### config.mk
export PLATFORM = sky130hd
export DESIGN_NAME = crack_ctrl
export DESIGN_NICKNAME = d
export VERILOG_FILES = /design/src/rtl/crack_pkg.sv /design/src/rtl/crack_ctrl_hex7seg.sv /design/src/rtl/crack_ctrl.sv
export SDC_FILE = /design/constraint.sdc
export NUM_CORES = 1
export LEC_CHECK = 0
export ABC_CLOCK_PERIOD_IN_PS = 4230
export BUFFER_PORTS_ARGS = -buffer_cell sky130_fd_sc_hd__buf_2
export CAP_MARGIN = 0
export CORE_AREA = 3 3 162 85
export DETAILED_ROUTE_END_ITERATION = 8
export DIE_AREA = 0 0 165 88
export HOLD_SLACK_MARGIN = 0.06
export PLACE_DENSITY_LB_ADDON = 0.1
export SLEW_MARGIN = 20
export SYNTH_ARGS = -nofsm -noshare
export SYNTH_HDL_FRONTEND = slang
export SYNTH_SLANG_ARGS = --single-unit
export TNS_END_PERCENT = 5
### constraint.sdc
create_clock -name clk -period 4.23 [get_ports clk]
set_input_delay 0 -clock clk [delete_from_list [all_inputs] [get_ports clk]]
set_output_delay 0 -clock clk [all_outputs]
set_load 0.1 [all_outputs]
### src/rtl/crack_pkg.sv
// Shared types and seven-segment constants for the crack front-end controller.
package crack_pkg;

  typedef enum logic [3:0] {
    S_IDLE = 4'd0,
    S_ARM  = 4'd1,
    S_KICK = 4'd2,
    S_BUSY = 4'd3,
    S_RUN  = 4'd4,
    S_SHOW = 4'd5
  } ctrl_state_t;

  localparam logic [6:0] SEG_BLANK = 7'h7F;
  localparam logic [6:0] SEG_DASH  = 7'b0111111;

  // Active-low gfedcba glyphs for 0-9, A, b, C, d, E, F.
  localparam logic [6:0] SEG_GLYPH [16] = '{
    7'h40, 7'h79, 7'h24, 7'h30, 7'h19, 7'h12, 7'h02, 7'h78,
    7'h00, 7'h10, 7'h08, 7'h03, 7'h46, 7'h21, 7'h06, 7'h0E
  };

endpackage

### src/rtl/crack_ctrl_hex7seg.sv
// Combinational hex nibble to active-low seven-segment decoder.
module hex7seg
  import crack_pkg::*;
(
  input  logic [3:0] nibble,
  output logic [6:0] seg
);

  assign seg = SEG_GLYPH[nibble];

endmodule

### src/rtl/crack_ctrl.sv
// Start handshake, completion tracking and result display for the crack engine.
// Optional search timer enabled by defining CRACK_CTRL_TIMER_EN.
//
// state | meaning
// IDLE  | display blank, waiting for a start edge
// ARM   | waiting for crack to report ready
// KICK  | one-cycle en pulse to crack
// BUSY  | waiting for crack to drop rdy
// RUN   | search in progress, waiting for rdy to return
// SHOW  | result latched and displayed; start edge re-arms
module crack_ctrl
  import crack_pkg::*;
#(
  parameter int SPIN_W = 22
) (
  input  logic        clk,
  input  logic        rst_n,
  input  logic        start,
  output logic        crack_en,
  input  logic        crack_rdy,
  input  logic [23:0] crack_key,
  input  logic        crack_key_valid,
  output logic        done,
  output logic        found,
  output logic [23:0] key_out,
  output logic [6:0]  hex0,
  output logic [6:0]  hex1,
  output logic [6:0]  hex2,
  output logic [6:0]  hex3,
  output logic [6:0]  hex4,
  output logic [6:0]  hex5,
  output logic [31:0] elapsed
);

  localparam logic [SPIN_W+2:0] SPIN_ONE = 1;

  ctrl_state_t       state;
  logic              start_q;
  logic              start_edge;
  logic [SPIN_W+2:0] spin_cnt;
  logic [SPIN_W+2:0] spin_inc;
  logic [6:0]        hex_q   [6];
  logic [6:0]        key_seg [6];

  assign start_edge = start & ~start_q;
  assign spin_inc   = spin_cnt + SPIN_ONE;

  // Decoders watch the live key so the glyphs can be latched on the same edge as key_out.
  for (genvar g = 0; g < 6; g++) begin : g_dec
    hex7seg u_dec (
      .nibble (crack_key[4*g +: 4]),
      .seg    (key_seg[g])
    );
  end

  function automatic logic [6:0] spin_seg(input logic [SPIN_W+2:0] cnt);
    logic [2:0] step;
    step = cnt[SPIN_W+2:SPIN_W];
    if (step >= 3'd6) step = step - 3'd6;
    return ~(7'b0000001 << step);
  endfunction

  always_ff @(posedge clk) begin
    if (!rst_n) begin
      state    <= S_IDLE;
      start_q  <= 1'b0;
      crack_en <= 1'b0;
      done     <= 1'b0;
      found    <= 1'b0;
      key_out  <= '0;
      spin_cnt <= '0;
      for (int i = 0; i < 6; i++) hex_q[i] <= SEG_BLANK;
    end else begin
      start_q  <= start;
      crack_en <= 1'b0;
      if (state inside {S_ARM, S_KICK, S_BUSY, S_RUN}) begin
        spin_cnt <= spin_inc;
        hex_q[0] <= spin_seg(spin_inc);
      end
      case (state)
        S_IDLE, S_SHOW: begin
          if (start_edge) begin
            state    <= S_ARM;
            done     <= 1'b0;
            found    <= 1'b0;
            key_out  <= '0;
            spin_cnt <= '0;
            hex_q[0] <= spin_seg('0);
            for (int i = 1; i < 6; i++) hex_q[i] <= SEG_BLANK;
          end
        end
        S_ARM: begin
          if (crack_rdy) begin
            state    <= S_KICK;
            crack_en <= 1'b1;
          end
        end
        S_KICK: state <= S_BUSY;
        S_BUSY: if (!crack_rdy) state <= S_RUN;
        S_RUN: begin
          // Overrides the spinner update above on the completing edge.
          if (crack_rdy) begin
            state   <= S_SHOW;
            done    <= 1'b1;
            found   <= crack_key_valid;
            key_out <= crack_key_valid ? crack_key : '0;
            for (int i = 0; i < 6; i++) hex_q[i] <= crack_key_valid ? key_seg[i] : SEG_DASH;
          end
        end
        default: state <= S_IDLE;
      endcase
    end
  end

  assign hex0 = hex_q[0];
  assign hex1 = hex_q[1];
  assign hex2 = hex_q[2];
  assign hex3 = hex_q[3];
  assign hex4 = hex_q[4];
  assign hex5 = hex_q[5];

`ifdef CRACK_CTRL_TIMER_EN
  logic [31:0] timer;

  always_ff @(posedge clk) begin
    if (!rst_n) begin
      timer <= '0;
    end else if (state == S_KICK) begin
      timer <= '0;
    end else if ((state == S_BUSY || state == S_RUN) && timer != 32'hFFFF_FFFF) begin
      timer <= timer + 32'd1;
    end
  end

  assign elapsed = timer;
`else
  assign elapsed = '0;
`endif

endmodule

### Yosys cells after proc, flatten, opt, wreduce, memory -nomap -nowiden

Memory sizes are Yosys's and may differ from the RTL's.
Cells that the tools add are included.

* bits in read-only memories: 672
* output and inout port bits: 101
* flip-flop bits (word level): 57
* memories: 7
* logic and storage cells: 125
* memory bits (writable): 42

Memories
* (no name shown): depth 16, bits a word 7, rd ports 1, clocked after Yosys merged registers in 0, write ports 0, line crack_ctrl_hex7seg.sv:9 `assign seg = SEG_GLYPH[nibble];`
* (no name shown): depth 16, bits a word 7, rd ports 1, clocked after Yosys merged registers in 0, write ports 0, line crack_ctrl_hex7seg.sv:9
* (no name shown): depth 16, bits a word 7, rd ports 1, clocked after Yosys merged registers in 0, write ports 0, line crack_ctrl_hex7seg.sv:9
* (no name shown): depth 16, bits a word 7, rd ports 1, clocked after Yosys merged registers in 0, write ports 0, line crack_ctrl_hex7seg.sv:9
* (no name shown): depth 16, bits a word 7, rd ports 1, clocked after Yosys merged registers in 0, write ports 0, line crack_ctrl_hex7seg.sv:9
* (no name shown): depth 16, bits a word 7, rd ports 1, clocked after Yosys merged registers in 0, write ports 0, line crack_ctrl_hex7seg.sv:9
* +1 memories

* $lt $le $gt $ge: 7
* reductions and logical operators: 7
* mux-type cells: 63
* bitwise gates (word level): 22
* shifts and indexed selects: 1
* equal/unequal tests: 9
* add/sub/neg operators: 2

Operators by type and width (number)
* 2-to-1 mux 7 bit: 31
* 2-to-1 mux 25 bit: 3
* 2-to-1 mux 24 bit: 3
* one-hot mux 24 bit (2 select lines): 1
* greater-or-equal comparator 5 bit, second input constant: 6
* NOT 4 -> 5 bit: 6
* adder 25 x 1 -> 25 bit, second input constant: 1
* one-hot mux 4 bit (5 select lines): 1
* 2-to-1 mux 4 bit: 4
* 2-to-1 mux 1 bit: 15
* bitwise OR 1 bit: 13
* 2-to-1 mux 3 bit: 3
* equality test 4 x 2 -> 1 bit, second input constant: 2
* equality test 4 x 3 -> 1 bit, second input constant: 2
* inequality test 2 bit, second input constant: 4
* NOT 7 bit: 1
* << shifter 1 x 3 -> 7 bit, first input constant: 1
* equality test 4 x 1 -> 1 bit, second input constant: 1
* zero test 4 bit: 1
* one-hot mux 1 bit (2 select lines): 2
* AND reduction 4 bit: 1
* nonzero test 4 bit: 1
* greater-or-equal comparator 3 bit, second input constant: 1
* AND reduction 3 bit: 1
* other kinds (6): 6

### Logic depth before layout (Yosys ltp)

Gate-level depths: netlist of run 1.

* depth in word-level cells: 10
* gate-level depth with buffers: 8
* gate-level depth less buffers: 8

### Modules after synthesis

Synthesis of run 1 repeated with hierarchy kept, for this count alone.

* cells, all modules: 591
* area, all modules: 5823.1 µm²

By module, submodules not included
* crack_ctrl: cells each 391, area each 4206.5 µm², instances 1
* hex7seg (g_dec[0].u_dec ...): cells each 33, area each 269.0 µm², instances 5
* hex7seg (g_dec[5].u_dec): cells each 35, area each 271.5 µm², instances 1

### Worst setup path before layout of run 1

Ideal clock, no wire load.

* kind: flip-flop to flip-flop
* start point: register state[0]
* end point: memory hex_q[1][0], enable pin
* stages on the path, launching flop included: 7
* arrival: 1842 ps
* required time: 3847 ps
* path buffers: 2
* path slack: 2005 ps
* clock period less this slack: 2225 ps
* cells stage by stage: dfxtp_1 > buf_2 > xor2_1 > o31ai_4 > nor2_2 > buf_2 > inv_1

RTL lines
* start, declared: line crack_ctrl.sv:37 `ctrl_state_t state;`
* start signal, assigned: line crack_ctrl.sv:65 `state <= S_IDLE;`
* start signal, assigned: line crack_ctrl.sv:83 `state <= S_ARM;`
* start signal, assigned: line crack_ctrl.sv:94 `state <= S_KICK;`
* end, declared: line crack_ctrl.sv:42 `logic [6:0] hex_q [6];`

==> metrics.md, run 1 <==
| Metric | Value |
|---|---|
| Cell Rows | `29` |
| Worst hold-check path type | `primary input to flop` |
| Synth warnings | `0` |
| Main synth FF type | `dfxtp_1` |
| Starting Density | `44.58%` |
| Die area | `14520 um2` |
| Clock transition at the registers of the reported paths | `0.07 ns` |
| Tmin final | `2.477 ns` |
| # IOs | `130` |
| Max Root-Sink Buffers | `2` |
| Post-DR vias/cell | `4.976` |
| Vias in the first global route | `3918` |
| Setup WS pre-CTS | `1.756 ns` |
| CP max-delay cell | `and3_1` |
| Chip Width | `165 um` |
| Final period utilization | `58.55%` |
| EDFF count, synth | `42` |
| Mapped Area | `5580 um2` |
| Worst path max stage delay | `0.85 ns` |
| First-pass GRT wire length | `18.95 mm` |
| Sequential-to-total area share from yosys stat | `42.69%` |
| Number of port buffers | `97` |
| Final core occ | `51.42%` |
| GPL Wtd Cong | `0.8309` |
| GRT Util Overall | `16.23%` |
| Status | `finished clean` |
| Root buf cell | `clkbuf_16` |
| TritonCTS buffer count | `9` |
| Hold_sp | `crack_key[9]` |
| Register area | `2382 um2` |
| Crit start category | `flop` |
| Top cell type's share of synthesized area | `22.60%` |
| Commonest non-fill, non-tap cell in the layout | `buf_2` |
| Tightest slew margin relative to the limit | `34.15%` |
| Final setup TNS | `0 ns` |
| Static leakage | `2.467 nW` |
| Nets | `759` |
| Routed WL | `11.85 mm` |
| Routed Antenna Nets | `0` |
| Crit path arrival time | `2.56 ns` |
| Pins Over Slew Limit | `0` |
| Pre-antenna DRT Iters | `4` |
| Slack of the critical path | `1.754 ns` |
| Worst reg2reg endpoint | `hex_q[3][5]` |
| Via count | `4319` |
| Top cells by area, synth | `edfxtp_1 (23%), dfxtp_1 (20%), ha_1 (8.3%), nand2_1 (4.7%), buf_4 (4.3%)` |
| Ratio of cells with drive above 1 in the final layout | `18.34%` |
| Fmax | `403.8 MHz` |
| Multi-input logic area | `2868 um2` |
| MaxCap Viol Count | `0` |
| Area grow syn2layout | `15.36%` |
| DR WL/cell | `13.66 um` |
| Syn avg cell area | `9.163 um2` |
| Largest net degree at the start of global routing | `29` |
| FF-to-FF Start | `state[2]` |
| Type of the worst setup path | `flop to flop` |
| Ys async rst share | `0%` |
| Post-route DRC | `0` |
| CTS tree | `done` |
| Setup Buffers After CTS | `0` |
| Inserted Diodes | `0` |
| Max VDD drop | `179.6 uV` |
| Overflow after GRT | `0` |
| Post-DP HPWL | `8.468 mm` |
| Flops & latches, synth | `98` |
| Cell variety after synth | `57` |
| Most frequent cells in the layout | `buf_2 (97), nand2_1 (70), dfxtp_1 (56), nor2_1 (50), edfxtp_1 (42)` |
| Initial antenna violation count | `0` |
| WHS Endpoint | `key_out[9]` |
| Worst-Margin Slew | `0.9877 ns` |
| Worst-path cell chain | `nand2_1 > nor3_2 > and3_1 > buf_4 > o211ai_1` |
| Worst reg-to-reg setup slack | `1.75 ns` |
| Endpoint class of the critical path | `flop` |
| Worst reg2reg path depth | `5` |
| Unrepaired setup endpoints after global routing | `no` |
| CTS H-tree depth | `3` |
| Core area | `12520 um2` |
| Pwr/cell area | `344.5 nW/um2` |
| Initial DRC Count | `273` |
| Clock sink count | `98` |
| Req. time, crit path | `4.31 ns` |
| Worst-Skew Late Latency | `0.34 ns` |
| Die height | `88 um` |
| # setup viols final | `0` |
| Hold Path Depth | `3` |
| Worst Skew | `0.008395 ns` |
| Worst-path maximum fanout | `27` |
| Dominant cell type by area after synthesis | `edfxtp_1` |
| Critical path buffers and inverters | `1` |
| Filler cells | `1186` |
| Critical path's top delay family | `simple AND/OR/NAND/NOR gates` |
| Syn Inst Count | `609` |
| Final Hold Fails | `0` |
kinds of logic (layout without fill, tap and decap cells):
kind of cell,after synthesis,after routing,synth area share (%)
other cells,1,32,0.06720
simple gates,222,222,19.96
compound gates,133,133,15.65
buf+inv,85,143,8.005
fa+ha+maj,37,37,8.296
flops,98,98,42.69
xor+xnor,26,26,4.081
mux,7,7,1.256
area by class of cell:
type | instances | area share [%]
Multi-Input combinational cell | 457 | 44.55
Sequential cell | 98 | 37.01
Timing Repair Buffer | 108 | 9.096
Clock buffer | 10 | 3.557
Tap cell | 170 | 3.304
Clock inverter | 6 | 1.380
Inverter | 19 | 1.108
how the worst max path moves through the flow:
stage	startpoint	to	cells past startpoint
6_report	state[2]	hex_q[3][5]	5
3_5_place_dp	state[2]	hex_q[3][5]	5
3_3_place_gp	state[2]	hex_q[3][2]	5
2_1_floorplan	state[0]	hex_q[1][0]	6
5_1_grt	state[2]	hex_q[3][5]	5
4_1_cts	state[2]	hex_q[2][5]	5
report_power, final:
part | total [mW] | internal [mW] | switching (mW)
Combinational | 0.346 | 0.0745 | 0.272
Sequential | 1.00 | 0.995 | 0.00949
Clock | 0.867 | 0.521 | 0.347
Total | 2.22 | 1.59 | 0.628
worst register-to-register path, cell delays in order (launching register included):
cell and delay, ns:
dfxtp_1 0.53, nand2_1 0.11, nor3_2 0.22, and3_1 0.85, buf_4 0.38, o211ai_1 0.13
registers in the layout, indices dropped and copies added, names as in the netlist:
register  count
state         3
found         1
start_q       1
key_out      24
spin_cnt     25
hex_q        42
crack_en      1
done          1
per-stage QoR:
step | hold slack, ns | total power [mW] | std cells | instance area [um2]
floorplan | 0.1217 | 1.329 | 640 | 5697
global placement | 0.2450 | 1.366 | 845 | 6050
detailed placement | 0.2475 | 1.366 | 845 | 6050
CTS | 0.06057 | 2.246 | 868 | 6437
global route | 0.07511 | 2.314 | 868 | 6437
finish | 0.06275 | 2.218 | 868 | 6437
what timing repair did:
action / in CTS / in global routing
endpoints found under the hold margin: 7 / 0
hold buffers: 7 / 0
gates resized for setup: 0 / 0
metal layers:
metal	part of all wire (%)	global-route usage [%]	wire [um]	vias to the layer above
li1	-	-	-	2242
met3	5.5	4.110	656	8
met4	0.48	3.653	57	0
met1	47	21.06	5628	1964
met2	46	27.55	5512	105
met5	0	0	0	-
Yosys cell counts (2+ instances only):
library cell   n
buf_2          6
o211ai_1      28
nor2_1        50
nand4_1        8
o311ai_0       5
xnor2_1       12
nand4_2        2
or2_2          2
a21o_1         4
a22o_1        11
or3_1          3
nand2b_1      15
o21a_1         5
a211oi_1       4
nand3_1       19
ha_1          37
nor3_1         8
nor3_2         2
o21ai_0       37
a21oi_1       27
buf_4         32
and3_1         5
clkbuf_1      26
edfxtp_1      42
nand3b_1       5
mux2i_1        7
inv_1         19
nand2_1       70
nor2b_1       12
xor2_1        14
and2_1         9
dfxtp_1       56
buf_1          2
and4_4         2
Note: power is estimated with default switching activity, not from simulation.
==> run 2, diff against run 1 <==
Settings changed: ABC_CLOCK_PERIOD_IN_PS 4230 to 2400.
Clock period 4.23 ns to 2.4 ns, I/O delays scaled along.
==> metrics.md, run 2 (synthesized netlist as in run 1, its figures left out) <==
| Metric | Value |
|---|---|
| Die height | `88 um (unchanged)` |
| Nets | `768 (was 759)` |
| Ratio of cells with drive above 1 in the final layout | `18.95% (was 18.34%)` |
| Max VDD drop | `302.5 uV (was 179.6 uV)` |
| WHS Endpoint | `key_out[17] (was key_out[9])` |
| Initial DRC Count | `195 (was 273)` |
| Overflow after GRT | `0 (unchanged)` |
| Post-DR vias/cell | `4.875 (was 4.976)` |
| Initial antenna violation count | `0 (unchanged)` |
| GRT Util Overall | `16.31% (was 16.23%)` |
| Worst reg2reg path depth | `7 (was 5)` |
| Clock transition at the registers of the reported paths | `0.06 ns (was 0.07 ns)` |
| Number of port buffers | `97 (unchanged)` |
| Root buf cell | `clkbuf_16 (unchanged)` |
| GPL Wtd Cong | `0.8095 (was 0.8309)` |
| Routed WL | `11.57 mm (was 11.85 mm)` |
| Worst path max stage delay | `0.53 ns (was 0.85 ns)` |
| Tmin final | `2.196 ns (was 2.477 ns)` |
| First-pass GRT wire length | `19.00 mm (was 18.95 mm)` |
| Filler cells | `1196 (was 1186)` |
| Max Root-Sink Buffers | `2 (unchanged)` |
| CP max-delay cell | `or4_4 (was and3_1)` |
| Sequential power share | `47.7% (was 45.3%)` |
| Largest Register | `hex_q (unchanged)` |
| Setup Buffers After CTS | `0 (unchanged)` |
| Commonest non-fill, non-tap cell in the layout | `buf_2 (unchanged)` |
| Via count | `4275 (was 4319)` |
| Pwr/cell area | `571.4 nW/um2 (was 344.5 nW/um2)` |
| Clk network pwr share | `35.5% (was 39.1%)` |
| Unrepaired setup endpoints after global routing | `no (unchanged)` |
| Worst reg2reg endpoint | `hex_q[0][5] (was hex_q[3][5])` |
| TritonCTS buffer count | `9 (unchanged)` |
| Starting Density | `44.58% (unchanged)` |
| Area grow syn2layout | `16.14% (was 15.36%)` |
| Post-DP HPWL | `8.264 mm (was 8.468 mm)` |
| CTS H-tree depth | `3 (unchanged)` |
| Pre-antenna DRT Iters | `4 (unchanged)` |
| Worst-Skew Late Latency | `0.34 ns (about the same)` |
| Hold_sp | `crack_key[17] (was crack_key[9])` |
| Layout Cells excl Fill | `877 (was 868)` |
| Type of the worst setup path | `flop to flop (unchanged)` |
| Final setup TNS | `0 ns (unchanged)` |
| Hold Path Depth | `3 (unchanged)` |
| # IOs | `130 (unchanged)` |
| Routed Antenna Nets | `0 (unchanged)` |
| Most frequent cells in the layout | `buf_2 (97), nand2_1 (70), dfxtp_1 (56), nor2_1 (50), edfxtp_1 (42) (unchanged)` |
| Worst Skew | `0.004406 ns (was 0.008395 ns)` |
| Worst hold-check path type | `primary input to flop (unchanged)` |
| Crit path arrival time | `2.27 ns (was 2.56 ns)` |
| Endpoint class of the critical path | `flop (unchanged)` |
| Fmax | `455.3 MHz (was 403.8 MHz)` |
| Sw power | `1.105 mW (was 0.6281 mW)` |
| Inserted Diodes | `0 (unchanged)` |
| Multi-input logic area | `2868 um2 (unchanged)` |
| Worst-Margin Slew | `0.4970 ns (was 0.9877 ns)` |
| Chip Width | `165 um (unchanged)` |
| Tightest slew margin relative to the limit | `66.77% (was 34.15%)` |
| Switching share of power | `29.85% (was 28.32%)` |
| Static leakage | `2.487 nW (was 2.467 nW)` |
| # setup viols final | `0 (unchanged)` |
| DR WL/cell | `13.20 um (was 13.66 um)` |
| Register area | `2382 um2 (unchanged)` |
| Worst-path maximum fanout | `6 (was 27)` |
| FF-to-FF Start | `spin_cnt[0] (was state[2])` |
| Cts repair resizes | `0 (unchanged)` |
| Req. time, crit path | `2.47 ns (was 4.31 ns)` |
| Largest net degree at the start of global routing | `41 (was 29)` |
| MaxCap Viol Count | `0 (unchanged)` |
| Gate power share | `16.8% (was 15.6%)` |
| Worst reg-to-reg setup slack | `0.20 ns (was 1.75 ns)` |
| Dpl cells | `850 (was 845)` |
| Final Hold Fails | `0 (unchanged)` |
| Die area | `14520 um2 (unchanged)` |
| Top Registers | `hex_q: 42 flops, spin_cnt: 25 flops, key_out: 24 flops (unchanged)` |
| Vias in the first global route | `3852 (was 3918)` |
| Cell Rows | `29 (unchanged)` |
| Worst-path cell chain | `ha_1 > and2_1 > nand4_2 > or4_4 > a21oi_2 > a21boi_1 > o21ai_1 (was nand2_1 > nor3_2 > and3_1 > buf_4 > o211ai_1)` |
| Core area | `12520 um2 (unchanged)` |
| CTS tree | `done (unchanged)` |
| Post-route DRC | `0 (unchanged)` |
| Final period utilization | `91.51% (was 58.55%)` |
| Crit start category | `flop (unchanged)` |
| Status | `finished clean (unchanged)` |
| Pins Over Slew Limit | `0 (unchanged)` |
| Clock sink count | `98 (unchanged)` |
| Int Power | `2.598 mW (was 1.590 mW)` |
| Largest register FFs | `42 (unchanged)` |
-- run 2: changes by cell type in the layout (fill, tap and decap cells not counted) --
cell | previous run | this run
buf_12 | 0 | 1
buf_4 | 4 | 8
bufinv_16 | 2 | 0
clkinv_1 | 1 | 0
clkinv_2 | 0 | 2
clkinv_4 | 0 | 1
clkinvlp_4 | 1 | 2
dlygate4sd3_1 | 7 | 11
inv_6 | 2 | 1
-- run 2: critical path: cells and delay by family (launching register included) --
family | cells | cell delay, ns
AO/OA/AOI/OAI | 3 | 0.42
flip-flops | 1 | 0.38
AND/OR/NAND/NOR | 3 | 0.92
adder cells (fa/ha/maj) | 1 | 0.20
-- run 2: power groups by stage --
stage	logic, mW	registers (mW)	clock network [mW]
after floorplan	0.513	1.83	0
after detailed placement	0.610	1.80	0
after CTS	0.626	1.76	1.36
after global placement	0.610	1.80	0
after global routing	0.681	1.77	1.44
final	0.624	1.76	1.32
-- run 2: through the flow --
stage | util [%] | setup WS, ns | power, mW | area (um2) | hold slack [ns]
2_1_floorplan | - | 0.1751 | 2.343 | 5697 | 0.1217
3_3_place_gp | 48.73 | 0.2702 | 2.412 | 6100 | 0.2519
3_5_place_dp | 48.73 | 0.2175 | 2.412 | 6100 | 0.2507
4_1_cts | 51.77 | 0.2143 | 3.751 | 6481 | 0.06142
5_1_grt | 51.77 | 0.05006 | 3.887 | 6481 | 0.08263
6_report | 51.77 | 0.2037 | 3.703 | 6481 | 0.06750
-- run 2: how the worst max path moves through the flow --
| stage | start | end | slack, ns | depth (start not counted) |
|---|---|---|---|---|
| final | spin_cnt[0] | hex_q[0][5] | 0.20 | 7 |
| after global routing | spin_cnt[1] | hex_q[0][5] | 0.05 | 7 |
| after CTS | spin_cnt[0] | hex_q[0][5] | 0.21 | 7 |
| after detailed placement | spin_cnt[0] | hex_q[0][5] | 0.22 | 7 |
| after global placement | spin_cnt[0] | hex_q[0][5] | 0.27 | 7 |
| after floorplan | state[0] | hex_q[1][0] | 0.18 | 6 |
-- run 2: final cells by class --
class                           count  share of cell area, %
Clock inverter                      6                 0.6564
Clock buffer                       10                  3.533
Sequential cell                    98                  36.76
Multi-Input combinational cell    457                  44.25
Inverter                           19                  1.100
Timing Repair Buffer              117                  10.42
Tap cell                          170                  3.282
-- run 2: timing repair --
item,in CTS,in global routing
setup endpoints to repair,0,0
hold buffers,11,0
endpoints found under the hold margin,10,0
-- run 2: routing by layer --
metal / vias up / share of wire [%] / track usage [%]
li1: 2259 / - / -
met1: 1919 / 48 / 22.05
met2: 91 / 46 / 26.81
met3: 6 / 5.4 / 3.968
met4: 0 / 0.88 / 3.425
met5: - / 0 / 0
